==> src/rtl/eth_frame_tx_if.sv <==
// Byte-stream bundle around the Ethernet framer.
// master: framer side; slave: upstream/downstream environment side.
interface eth_frame_tx_if;
  logic [7:0] IN_DATA;
  logic       IN_VALID;
  logic       IN_READY;
  logic       IN_LAST;
  logic [7:0] TX_DATA;
  logic       TX_VALID;
  logic       TX_READY;
  logic       TX_FIRST;
  logic       TX_LAST;

  modport master (
    input  IN_DATA,
    input  IN_VALID,
    input  IN_LAST,
    input  TX_READY,
    output IN_READY,
    output TX_DATA,
    output TX_VALID,
    output TX_FIRST,
    output TX_LAST
  );

  modport slave (
    output IN_DATA,
    output IN_VALID,
    output IN_LAST,
    output TX_READY,
    input  IN_READY,
    input  TX_DATA,
    input  TX_VALID,
    input  TX_FIRST,
    input  TX_LAST
  );
endinterface

==> src/rtl/eth_frame_tx.sv <==
// Ethernet framer: preamble+SFD, body pass-through, zero pad, CRC-32 FCS, IFG.
// Ports: aclk/aresetn, bus (IN_* body in, TX_* wire out), FRAMES_SENT count.
module eth_frame_tx #(
  parameter int unsigned PREAMBLE_BYTES  = 7,
  parameter int unsigned MIN_FRAME_BYTES = 60,
  parameter int unsigned IFG_CYCLES      = 12
) (
  input  logic         aclk,
  input  logic         aresetn,
  eth_frame_tx_if.master bus,
  output logic [15:0]  FRAMES_SENT
);

  localparam logic [15:0] L_PRE  = 16'(PREAMBLE_BYTES);
  localparam logic [16:0] L_MIN  = 17'(MIN_FRAME_BYTES);
  localparam logic [15:0] L_IFGL = 16'(IFG_CYCLES - 1);
  localparam logic [31:0] L_POLY = 32'hEDB88320;

  typedef enum logic [2:0] {
    S_IDLE,
    S_PRE,
    S_BODY,
    S_PAD,
    S_FCS,
    S_IFG
  } state_t;

  state_t      r_state;
  logic [15:0] r_cnt;
  logic [15:0] r_body_cnt;
  logic [31:0] r_crc;
  logic [15:0] r_frames;

  logic        w_tx_valid;
  logic [7:0]  w_tx_data;
  logic        w_tx_first;
  logic        w_tx_last;
  logic        w_in_ready;
  logic        w_xfer;
  logic [31:0] w_fcs;
  logic [31:0] w_crc_next;
  logic [16:0] w_body_inc;
  logic [15:0] w_body_sat;

  function automatic logic [31:0] crc_byte(
    input logic [31:0] c,
    input logic [7:0]  d
  );
    logic [31:0] r;
    r = c;
    for (int i = 0; i < 8; i++) begin
      if (r[0] ^ d[i]) r = (r >> 1) ^ L_POLY;
      else             r = r >> 1;
    end
    return r;
  endfunction

  assign w_fcs = ~r_crc;

  always_comb begin
    w_tx_valid = 1'b0;
    w_tx_data  = 8'h00;
    w_tx_first = 1'b0;
    w_tx_last  = 1'b0;
    w_in_ready = 1'b0;
    unique case (r_state)
      S_PRE: begin
        w_tx_valid = 1'b1;
        w_tx_data  = (r_cnt == L_PRE) ? 8'hD5 : 8'h55;
        w_tx_first = (r_cnt == 16'd0);
      end
      S_BODY: begin
        w_tx_valid = bus.IN_VALID;
        w_tx_data  = bus.IN_DATA;
        w_in_ready = bus.TX_READY;
      end
      S_PAD: begin
        w_tx_valid = 1'b1;
      end
      S_FCS: begin
        w_tx_valid = 1'b1;
        w_tx_last  = (r_cnt[1:0] == 2'd3);
        unique case (r_cnt[1:0])
          2'd0:    w_tx_data = w_fcs[7:0];
          2'd1:    w_tx_data = w_fcs[15:8];
          2'd2:    w_tx_data = w_fcs[23:16];
          default: w_tx_data = w_fcs[31:24];
        endcase
      end
      default: ;
    endcase
  end

  assign w_xfer     = w_tx_valid && bus.TX_READY;
  // Body and pad bytes both go through the CRC via the muxed wire byte.
  assign w_crc_next = crc_byte(r_crc, w_tx_data);
  assign w_body_inc = {1'b0, r_body_cnt} + 17'd1;
  assign w_body_sat = (&r_body_cnt) ? 16'hFFFF : w_body_inc[15:0];

  assign bus.TX_VALID = w_tx_valid;
  assign bus.TX_DATA  = w_tx_data;
  assign bus.TX_FIRST = w_tx_first;
  assign bus.TX_LAST  = w_tx_last;
  assign bus.IN_READY = w_in_ready;
  assign FRAMES_SENT  = r_frames;

  always_ff @(posedge aclk or negedge aresetn) begin
    if (!aresetn) begin
      r_state    <= S_IDLE;
      r_cnt      <= 16'd0;
      r_body_cnt <= 16'd0;
      r_crc      <= 32'hFFFFFFFF;
      r_frames   <= 16'd0;
    end else begin
      unique case (r_state)
        S_IDLE: begin
          if (bus.IN_VALID) begin
            r_state <= S_PRE;
            r_cnt   <= 16'd0;
          end
        end
        S_PRE: begin
          if (w_xfer) begin
            if (r_cnt == L_PRE) begin
              r_state    <= S_BODY;
              r_body_cnt <= 16'd0;
              r_crc      <= 32'hFFFFFFFF;
            end else begin
              r_cnt <= r_cnt + 16'd1;
            end
          end
        end
        S_BODY: begin
          if (w_xfer) begin
            r_crc      <= w_crc_next;
            r_body_cnt <= w_body_sat;
            if (bus.IN_LAST) begin
              r_cnt <= 16'd0;
              // Unsaturated count decides padding; past 0xFFFF never pads.
              if (w_body_inc < L_MIN) r_state <= S_PAD;
              else                    r_state <= S_FCS;
            end
          end
        end
        S_PAD: begin
          if (w_xfer) begin
            r_crc      <= w_crc_next;
            r_body_cnt <= w_body_sat;
            if (w_body_inc == L_MIN) begin
              r_state <= S_FCS;
              r_cnt   <= 16'd0;
            end
          end
        end
        S_FCS: begin
          if (w_xfer) begin
            if (r_cnt[1:0] == 2'd3) begin
              r_state  <= S_IFG;
              r_cnt    <= 16'd0;
              r_frames <= r_frames + 16'd1;
            end else begin
              r_cnt <= r_cnt + 16'd1;
            end
          end
        end
        S_IFG: begin
          // Gap timer runs on every cycle regardless of TX_READY.
          if (r_cnt == L_IFGL) begin
            r_state <= S_IDLE;
            r_cnt   <= 16'd0;
          end else begin
            r_cnt <= r_cnt + 16'd1;
          end
        end
        default: r_state <= S_IDLE;
      endcase
    end
  end

endmodule
==> src/flat_wrapper.sv <==
// flat-port wrapper written by rule: the top's interface ports become plain ports
module eth_frame_tx_flat 
#(
  parameter int unsigned PREAMBLE_BYTES  = 7,
  parameter int unsigned MIN_FRAME_BYTES = 60,
  parameter int unsigned IFG_CYCLES      = 12
)
  (aclk, aresetn, FRAMES_SENT, bus_IN_DATA, bus_IN_VALID, bus_IN_LAST, bus_TX_READY, bus_IN_READY, bus_TX_DATA, bus_TX_VALID, bus_TX_FIRST, bus_TX_LAST);
  eth_frame_tx_if bus_i ();
  input  logic aclk;
  input  logic aresetn;
  output logic [15:0] FRAMES_SENT;
  input wire logic [$bits(bus_i.IN_DATA)-1:0] bus_IN_DATA;
  input wire logic [$bits(bus_i.IN_VALID)-1:0] bus_IN_VALID;
  input wire logic [$bits(bus_i.IN_LAST)-1:0] bus_IN_LAST;
  input wire logic [$bits(bus_i.TX_READY)-1:0] bus_TX_READY;
  output wire logic [$bits(bus_i.IN_READY)-1:0] bus_IN_READY;
  output wire logic [$bits(bus_i.TX_DATA)-1:0] bus_TX_DATA;
  output wire logic [$bits(bus_i.TX_VALID)-1:0] bus_TX_VALID;
  output wire logic [$bits(bus_i.TX_FIRST)-1:0] bus_TX_FIRST;
  output wire logic [$bits(bus_i.TX_LAST)-1:0] bus_TX_LAST;
  assign bus_i.IN_DATA = bus_IN_DATA;
  assign bus_i.IN_VALID = bus_IN_VALID;
  assign bus_i.IN_LAST = bus_IN_LAST;
  assign bus_i.TX_READY = bus_TX_READY;
  assign bus_IN_READY = bus_i.IN_READY;
  assign bus_TX_DATA = bus_i.TX_DATA;
  assign bus_TX_VALID = bus_i.TX_VALID;
  assign bus_TX_FIRST = bus_i.TX_FIRST;
  assign bus_TX_LAST = bus_i.TX_LAST;
  eth_frame_tx #(.PREAMBLE_BYTES(PREAMBLE_BYTES), .MIN_FRAME_BYTES(MIN_FRAME_BYTES), .IFG_CYCLES(IFG_CYCLES)) u_core (.aclk(aclk), .aresetn(aresetn), .bus(bus_i), .FRAMES_SENT(FRAMES_SENT));
endmodule
==> config.mk <==
export PLATFORM = sky130hd
export DESIGN_NAME = eth_frame_tx_flat
export DESIGN_NICKNAME = d
export VERILOG_FILES = /design/src/rtl/eth_frame_tx_if.sv /design/src/rtl/eth_frame_tx.sv /design/src/flat_wrapper.sv
export SDC_FILE = /design/constraint.sdc
export NUM_CORES = 1
export LEC_CHECK = 0
export ABC_AREA = 1
export CAP_MARGIN = 20
export CORE_MARGIN = 1
export CORE_UTILIZATION = 45
export CTS_CLUSTER_DIAMETER = 50
export DETAILED_ROUTE_END_ITERATION = 7
export PLACE_DENSITY_LB_ADDON = 0.08
export SETUP_SLACK_MARGIN = 0.1
export SLEW_MARGIN = 0
export SYNTH_ARGS = -nofsm -noshare
export SYNTH_HDL_FRONTEND = slang
export SYNTH_SLANG_ARGS = --single-unit
==> constraint.sdc <==
create_clock -name aclk -period 3.2 [get_ports aclk]
set_clock_uncertainty 0.05 [all_clocks]
set_input_delay 0.32 -clock aclk [delete_from_list [all_inputs] [get_ports aclk]]
set_output_delay 0.32 -clock aclk [all_outputs]
set_load 0.05 [all_outputs]
==> impl_metrics.tcl, run 1 <==
set metrics [dict create \
    met1_length_um 8645 \
    postRouteAntennaNets 0 \
    syn_area_per_cell_um2 6.722 \
    yosysUniqueCellTypes 43 \
    cts_tree "built" \
    hold_class "in -> async" \
    async_flop_share_pct 100.0 \
    synth_edf_count 0 \
    viasPerCell 5.319 \
    ir_worst_vdd_mv 0.4194 \
    fp.dieArea_um2 14400 \
    place_ws_ps 377.6 \
    top_layer_used "met4" \
    syn_area_um2 6265 \
    crit_required_ps 2830 \
    met2_wirelength_um 7774 \
    rsz0062_at_grt "false" \
    clock_path_buffers 2 \
    dp_hpwl_um 12800 \
    dpl_cell_area_um2 6863 \
    ys_seq_elements 83 \
    r2r_cells 15 \
    nFillCells 1412 \
    leakagePower_nw 3.709 \
    ioPinCount 41 \
    dp_cells 1141 \
    synthCells 932 \
    grt_max_degree 68 \
    hold_viol_final 0 \
    hold_buffers 0 \
    worstSkewPairLatency_ps 360 \
    grt_usage_pct 26.19 \
    vias 6154 \
    drtPass1Iterations 7 \
    h-tree-depth 3 \
    worst_setup_path_end_kind "output port" \
    ff2ff_setup_slack_ps 300 \
    start_util_pct 46.75 \
    die_w_um 120.0 \
    antenna_found_initial 0 \
    met3_length_um 1170 \
    path_class "reg -> out" \
    yosys-top-cells-area "dfrtp_1 (20%), nand2_1 (18%), dfstp_2 (13%)" \
    synth-main-ff-cell "dfrtp_1" \
    coreArea_um2 13400 \
    grt_overflow_total 0 \
    synth_nets 953 \
    yosysWarnings 0 \
    synth_top_area_cell "dfrtp_1" \
    cts_buffers 9 \
    cellPowerDensity_nw_per_um2 951.5 \
    slew_viol_final 0 \
    cp_max_fo 9 \
    final_cells 1157 \
    maxCapViolCount 0 \
    fin_nets 997 \
    cp-start-kind "flop" \
    fmax_mhz 333.5 \
    drive_gt1_share_pct 12.54 \
    endpoint "bus_TX_LAST" \
    port-buffer-count 40 \
    fin_ws_ps 201.4 \
    grt_pass1_vias 5675 \
    cts_root_buffer "clkbuf_16" \
    relSlewSlack_pct 41.82 \
    crit_path_start "u_core.r_cnt[0]$_DFFE_PN0P_" \
    tightest_slew_ps 872.8 \
    finalInstanceArea_um2 7157 \
    area_growth_pct 14.24 \
    finalCritPeriodShare_pct 93.71 \
    post-route-min-period_ps 2999 \
    first_iter_violations 447 \
    ys_seq_area_share_pct 33.79 \
    grt_pass1_wl_um 29370 \
    crit_arrival_ps 2630 \
    setup_viol_count_final 0 \
    r2r-start "u_core.r_cnt[0]$_DFFE_PN0P_" \
    status "finished clean" \
    clk_pin_slew_ps 60 \
    wl_um 17910 \
    die_h_um 120.0 \
    fp-row-count 42 \
    drcViolationCount 0 \
    synth_top_area_share_pct 20.37 \
    place_congestion 0.9131 \
    post_drt_wl_per_cell_um 15.48 \
    finalSetupTns_ps 0 \
    r2r_end "u_core.r_crc[18]$_DFFE_PN1P_" \
    diodes 0 \
    whs_ps 24.30 \
    cts_sinks 83 \
]
## flip-flops by register name, summed over array words and instances, names as in the netlist
name and count:
u_core.r_state 3, u_core.r_body_cnt 16, u_core.r_crc 32, u_core.r_cnt 16
u_core.FRAMES_SENT 16
## stage by stage
step | util, % | total power (W)
3_5_place_dp | 51.21 | 0.005679
4_1_cts | 53.39 | 0.006779
3_3_place_gp | 51.21 | 0.005677
2_1_floorplan | - | 0.004583
6_report | 53.41 | 0.006810
5_1_grt | 53.41 | 0.007329
## cell usage after synthesis (3+ instances only)
cell	instances
dfstp_2	32
xor2_1	39
a21oi_1	8
nand4_1	22
nand2_1	299
nand2_4	3
o211ai_1	4
nand3b_1	3
o21ai_0	50
nand3_2	10
o22ai_1	17
dfrtp_1	51
buf_6	3
buf_2	5
nand2_2	20
clkbuf_1	10
nor2_2	8
inv_1	131
nor3_1	8
o2111ai_1	4
nand3_1	90
inv_2	8
o21ai_1	5
buf_4	3
xnor2_1	13
nor2_1	59
ha_1	8
## cells in the final DEF (no fill, tap or decap), types with 2 or more instances in the layout
master           netlist  layout
nand3_2               10      10
inv_1                131     131
buf_4                  3      21
dfrtp_1               51      51
nand3_1               90      90
o21ai_0               50      50
clkinvlp_4             0       3
nand2_1              299     299
o32ai_1                2       2
nor2_2                 8       9
xnor2_1               13      13
o22ai_1               17      17
nand2_2               20      20
clkbuf_16              0       9
nand4_1               22      22
o2111ai_1              4       4
o211ai_1               4       4
dlygate4sd2_1          0       2
nor3_1                 8       8
nor2_1                59      58
clkdlybuf4s50_1        0      31
clkbuf_1              10       2
xor2_1                39      39
o21ai_1                5       5
ha_1                   8       8
nor4_1                 2       2
nand2_4                3       3
inv_2                  8       8
a21oi_1                8       8
dfstp_2               32      32
nand3b_1               3       3
a22oi_1                2       2
## metal layers
metal / up-vias / global-route usage [%]
met4: 0 / 7.187
met5: - / 0
li1: 3055 / -
met3: 32 / 5.703
met2: 209 / 39.37
met1: 2858 / 37.61
## worst min path at each step
stage	from	to	cells after the start
floorplan	aresetn	u_core.FRAMES_SENT[0]$_DFFE_PN0P_	0
global placement	u_core.FRAMES_SENT[15]$_DFFE_PN0P_	u_core.FRAMES_SENT[15]$_DFFE_PN0P_	1
detailed placement	u_core.FRAMES_SENT[15]$_DFFE_PN0P_	u_core.FRAMES_SENT[15]$_DFFE_PN0P_	1
CTS	aresetn	u_core.r_cnt[4]$_DFFE_PN0P_	1
global route	aresetn	u_core.r_cnt[6]$_DFFE_PN0P_	1
finish	aresetn	u_core.r_cnt[4]$_DFFE_PN0P_	1
## cell type report
cell class / instances / area, um^2 / share of cell area [%]
Sequential cell: 83 / 2117 / 29.58
Inverter: 140 / 525.5 / 7.343
Clock inverter: 5 / 61.31 / 0.8566
Multi-Input combinational cell: 687 / 3502 / 48.93
Clock buffer: 11 / 232.7 / 3.252
Tap cell: 176 / 220.2 / 3.077
Timing Repair Buffer: 55 / 498.0 / 6.958
## repair_timing
| action | in CTS | in global routing |
|---|---|---|
| buffers inserted | 0 | 0 |
| resized for setup | 2 | 1 |
| setup endpoints to repair | 2 | 1 |
## cell families (layout without fill, tap and decap cells)
group | Yosys count | in the layout | share of synthesized area (%)
AO/OA/AOI/OAI | 96 | 96 | 8.768
XOR/XNOR | 53 | 53 | 7.530
adder cells (fa/ha/maj) | 8 | 8 | 1.598
buffers and inverters | 162 | 211 | 10.35
flip-flops | 83 | 83 | 33.79
AND/OR/NAND/NOR | 530 | 530 | 37.97
## power breakdown
group | internal [W] | leakage, nW | switching (W)
clock | 0.000609 | 0.132 | 0.000467
combinational | 0.00125 | 2.53 | 0.00294
sequential | 0.00134 | 1.04 | 0.000199
total | 0.00320 | 3.71 | 0.00361
## worst max-delay path: stages, from the launching register on
cell             delay, ps
dfrtp_1                490
ha_1                   460
nand3_1                260
inv_2                  230
clkdlybuf4s50_1        830
Power figures use the tool's default switching activity.
==> run 2: changes to the inputs <==
--- a/config.mk
+++ b/config.mk
@@ -7,6 +7,7 @@
 export LEC_CHECK = 0
 export ABC_AREA = 1
 export CAP_MARGIN = 20
+export CORE_ASPECT_RATIO = 0.7
 export CORE_MARGIN = 1
 export CORE_UTILIZATION = 45
 export CTS_CLUSTER_DIAMETER = 50
==> impl_metrics.tcl, run 2 (synthesized netlist as in run 1, its figures left out) <==
set metrics [dict create \
    clock_path_buffers 2 \
    grt_pass1_vias 5570 \
    cellPowerDensity_nw_per_um2 947.3 \
    fmax_mhz 338.8 \
    setup_viol_count_final 0 \
    final_cell_mix "nand2_1 (299), inv_1 (131), nand3_1 (90)" \
    die_h_um 100.7 \
    worstSkewPairLatency_ps 360 \
    place_congestion 0.9531 \
    antenna_found_initial 0 \
    drcViolationCount 0 \
    diodes 0 \
    crit_arrival_ps 2580 \
    finalInstanceArea_um2 7181 \
    hold_viol_final 0 \
    hold_class "in -> async" \
    crit_required_ps 2830 \
    regMostFlops "u_core.r_crc" \
    slew_viol_final 0 \
    relSlewSlack_pct 39.84 \
    fin_util_pct 53.76 \
    clk_pin_slew_ps 70 \
    layout.cells.most_common "nand2_1" \
    start_util_pct 46.90 \
    whs_ps 5.183 \
    post_drt_wl_per_cell_um 15.14 \
    drive_gt1_share_pct 12.55 \
    r2r_cells 16 \
    postRouteAntennaNets 0 \
    finalSetupTns_ps 0 \
    maxCapViolCount 0 \
    wl_um 17640 \
    port-buffer-count 40 \
    worst_setup_path_end_kind "output port" \
    hold_buffers 0 \
    cts_resized 0 \
    fp-row-count 35 \
    dpl_cell_area_um2 6869 \
    finalCritPeriodShare_pct 92.23 \
    die_w_um 143.0 \
    grt_max_degree 69 \
    status "finished clean" \
    cts_buffers 9 \
    cts_tree "built" \
    cp-start-kind "flop" \
    cts_sinks 83 \
    tightest_slew_ps 902.4 \
    cp_max_fo 8 \
    fp.dieArea_um2 14410 \
    fin_nets 996 \
    ir_worst_vdd_mv 0.4387 \
    dp_hpwl_um 13040 \
    cts_root_buffer "clkbuf_16" \
    area_growth_pct 14.62 \
    largest_reg_flops 32 \
    grt_pass1_wl_um 29230 \
    grt_usage_pct 26.60 \
    h-tree-depth 3 \
    post-route-min-period_ps 2951 \
    path_class "reg -> out" \
    first_iter_violations 417 \
    rsz0062_at_grt "false" \
    post-cts-setup-buffers 0 \
    coreArea_um2 13360 \
    viasPerCell 5.270 \
    drtPass1Iterations 5 \
    grt_overflow_total 0 \
    leakagePower_nw 3.740 \
    ioPinCount 41 \
    vias 6139 \
]
-- run 2: cell count changes in the layout (fill, tap and decap cells not counted), moves of 2 or more --
| cell | change |
|---|---|
| buf_4 | -2 |
| clkbuf_1 | -2 |
| clkinv_4 | +2 |
| clkinvlp_4 | -3 |
| dlygate4sd2_1 | -2 |
| dlymetal6s2s_1 | +2 |
| inv_8 | +4 |
-- run 2: cell type report --
| cell class | instances | area [um^2] |
|---|---|---|
| Inverter | 140 | 525.5 |
| Clock inverter | 7 | 78.83 |
| Fill cell | 1325 | 6176 |
| Timing Repair Buffer | 54 | 500.5 |
| Clock buffer | 9 | 225.2 |
| Multi-Input combinational cell | 687 | 3502 |
| Tap cell | 185 | 231.5 |
| Sequential cell | 83 | 2117 |
-- run 2: path summary, 6_finish.rpt --
kind | start | end | slack [ps]
setup / recovery | u_core.r_cnt[1]$_DFFE_PN0P_ | bus_TX_DATA[1] | 250
hold / removal | aresetn | u_core.r_cnt[13]$_DFFE_PN0P_ | 5
setup reg to reg | u_core.r_cnt[0]$_DFFE_PN0P_ | u_core.r_crc[16]$_DFFE_PN1P_ | 490
hold reg to reg | u_core.r_crc[15]$_DFFE_PN1P_ | u_core.r_crc[15]$_DFFE_PN1P_ | 430
max in group asynchronous | aresetn | u_core.r_crc[6]$_DFFE_PN1P_ | 2290
min in group aclk | u_core.r_crc[15]$_DFFE_PN1P_ | u_core.r_crc[15]$_DFFE_PN1P_ | 430
-- run 2: metal layers --
metal  GRT usage [%]  wire (um)
met1           41.93       9196
met2           36.92       6818
met3           4.656       1440
met4           6.286        183
met5               0          0
-- run 2: worst max-delay path: stages, from the launching register on --
cell,delay (ps)
dfrtp_1,430
inv_1,120
ha_1,470
nand2_1,120
nand3_1,140
nand2_4,70
nand3_2,80
clkdlybuf4s50_1,810
-- run 2: stage by stage --
stage	setup slack (ps)	total power, W	cells
6_report	248.8	0.006802	1165
5_1_grt	135.9	0.007382	1165
4_1_cts	143.2	0.006750	1165
3_5_place_dp	535.2	0.005641	1149
3_3_place_gp	491.8	0.005643	1149
2_1_floorplan	332.4	0.004583	932
-- run 2: where the power goes --
group	switching, W	internal [W]
clock	0.000522	0.000558
combinational	0.00295	0.00125
sequential	0.000185	0.00134
total	0.00366	0.00314
==> run 3: changes to the inputs <==
--- a/config.mk
+++ b/config.mk
@@ -7,6 +7,8 @@
 export LEC_CHECK = 0
 export ABC_AREA = 1
 export CAP_MARGIN = 20
+export CELL_PAD_IN_SITES_DETAIL_PLACEMENT = 0
+export CELL_PAD_IN_SITES_GLOBAL_PLACEMENT = 1
 export CORE_ASPECT_RATIO = 0.7
 export CORE_MARGIN = 1
 export CORE_UTILIZATION = 45
==> impl_metrics.tcl, run 3 (synthesized netlist as in run 1, its figures left out) <==
set metrics [dict create \
    status "finished clean" \
    slew_viol_final 0 \
    worst_setup_path_end_kind "output port" \
    area_growth_pct 14.68 \
    grt_pass1_vias 5910 \
    crit_required_ps 2830 \
    largest_reg_flops 32 \
    cts_root_buffer "clkbuf_16" \
    final_cell_mix "nand2_1 (299), inv_1 (131), nand3_1 (90)" \
    worstSkewPairLatency_ps 340 \
    start_util_pct 46.90 \
    cp-start-kind "flop" \
    cts_tree "built" \
    antenna_found_initial 0 \
    finalCritPeriodShare_pct 93.79 \
    post-route-min-period_ps 3001 \
    wl_um 19140 \
    coreArea_um2 13360 \
    ir_worst_vdd_mv 0.4031 \
    fp.dieArea_um2 14410 \
    vias 6259 \
    layout.cells.most_common "nand2_1" \
    regMostFlops "u_core.r_crc" \
    leakagePower_nw 3.756 \
    path_class "reg -> out" \
    place_congestion 0.9854 \
    drcViolationCount 0 \
    cts_sinks 83 \
    cp_max_fo 14 \
    cts_buffers 9 \
    postRouteAntennaNets 0 \
    relSlewSlack_pct 59.88 \
    grt_pass1_wl_um 30940 \
    viasPerCell 5.382 \
    drtPass1Iterations 5 \
    crit_arrival_ps 2630 \
    ioPinCount 41 \
    port-buffer-count 40 \
    rsz0062_at_grt "false" \
    clk_pin_slew_ps 70 \
    drive_gt1_share_pct 12.37 \
    post_drt_wl_per_cell_um 16.46 \
    first_iter_violations 489 \
    fp-row-count 35 \
    finalSetupTns_ps 0 \
    fmax_mhz 333.2 \
    grt_overflow_total 0 \
    post-cts-setup-buffers 0 \
    cellPowerDensity_nw_per_um2 959.0 \
    grt_max_degree 74 \
    maxCapViolCount 0 \
    hold_viol_final 0 \
    tightest_slew_ps 601.1 \
    setup_viol_count_final 0 \
    die_w_um 143.0 \
    grt_usage_pct 28.17 \
    dp_hpwl_um 14160 \
    h-tree-depth 3 \
    die_h_um 100.7 \
    fin_nets 994 \
    clock_path_buffers 2 \
    finalInstanceArea_um2 7184 \
    hold_class "in -> async" \
    dpl_cell_area_um2 6837 \
    diodes 0 \
]
[run 3: cell count changes in the layout (fill, tap and decap cells not counted), moves of 2 or more]
cell             before  now
clkinv_2              0    2
buf_4                19   16
inv_8                 4    0
clkdlybuf4s50_1      32   30
inv_6                 0    2
[run 3: area by class of cell]
class | instances | area [um^2]
timing repair buffer | 52 | 508.0
clock buffer | 9 | 225.2
multi-input combinational | 687 | 3502
tap | 185 | 231.5
clock inverter | 7 | 75.07
inverter | 140 | 525.5
fill | 1338 | 6172
sequential | 83 | 2117
[run 3: power by group]
part	internal (W)	total, W	switching [W]
Combinational	0.00124	0.00426	0.00302
Sequential	0.00134	0.00155	0.000209
Clock	0.000611	0.00108	0.000469
[run 3: final timing paths]
check	cells past startpoint	from	to	slack (ps)
setup / recovery	6	u_core.r_state[2]$_DFFE_PN0P_	bus_IN_READY	200
hold / removal	2	aresetn	u_core.r_cnt[8]$_DFFE_PN0P_	390
setup reg to reg	16	u_core.r_cnt[0]$_DFFE_PN0P_	u_core.r_crc[27]$_DFFE_PN1P_	370
hold reg to reg	1	u_core.FRAMES_SENT[15]$_DFFE_PN0P_	u_core.FRAMES_SENT[15]$_DFFE_PN0P_	420
max in group asynchronous	3	aresetn	u_core.r_crc[22]$_DFFE_PN1P_	2080
min in group aclk	1	u_core.FRAMES_SENT[15]$_DFFE_PN0P_	u_core.FRAMES_SENT[15]$_DFFE_PN0P_	420
[run 3: critical path: stages (launching register included)]
cell and delay (ps):
dfrtp_1 550, inv_1 240, nand2_2 160, nor2_4 260, inv_1 100, nor2_1 150, clkdlybuf4s50_1 830
[run 3: metal layers]
layer	track usage, %	wire length, um	vias to the layer above
li1	-	-	3041
met1	42.87	9397	2930
met2	41.46	7863	272
met3	4.846	1685	16
met4	5.459	193	0
met5	0	0	-
[run 3: metrics by stage]
| step | worst slack [ps] | utilization [%] | power [W] | hold slack, ps | cells |
|---|---|---|---|---|---|
| finish | 198.6 | 53.79 | 0.006890 | 385.5 | 1163 |
| global route | 102.6 | 53.79 | 0.007428 | 419.5 | 1163 |
| CTS | 143.1 | 53.43 | 0.006834 | 129.5 | 1161 |
| detailed placement | 499.9 | 51.19 | 0.005723 | 413.4 | 1145 |
| global placement | 542.6 | 51.19 | 0.005690 | 423.8 | 1145 |
| floorplan | 332.4 | - | 0.004583 | -25.59 | 932 |
[run 3: timing repair]
| action | CTS | global route |
|---|---|---|
| setup endpoints to repair | 0 | 4 |
| gates resized for setup | 0 | 4 |
| hold buffers | 0 | 1 |
| endpoints found under the hold margin | 0 | 10 |
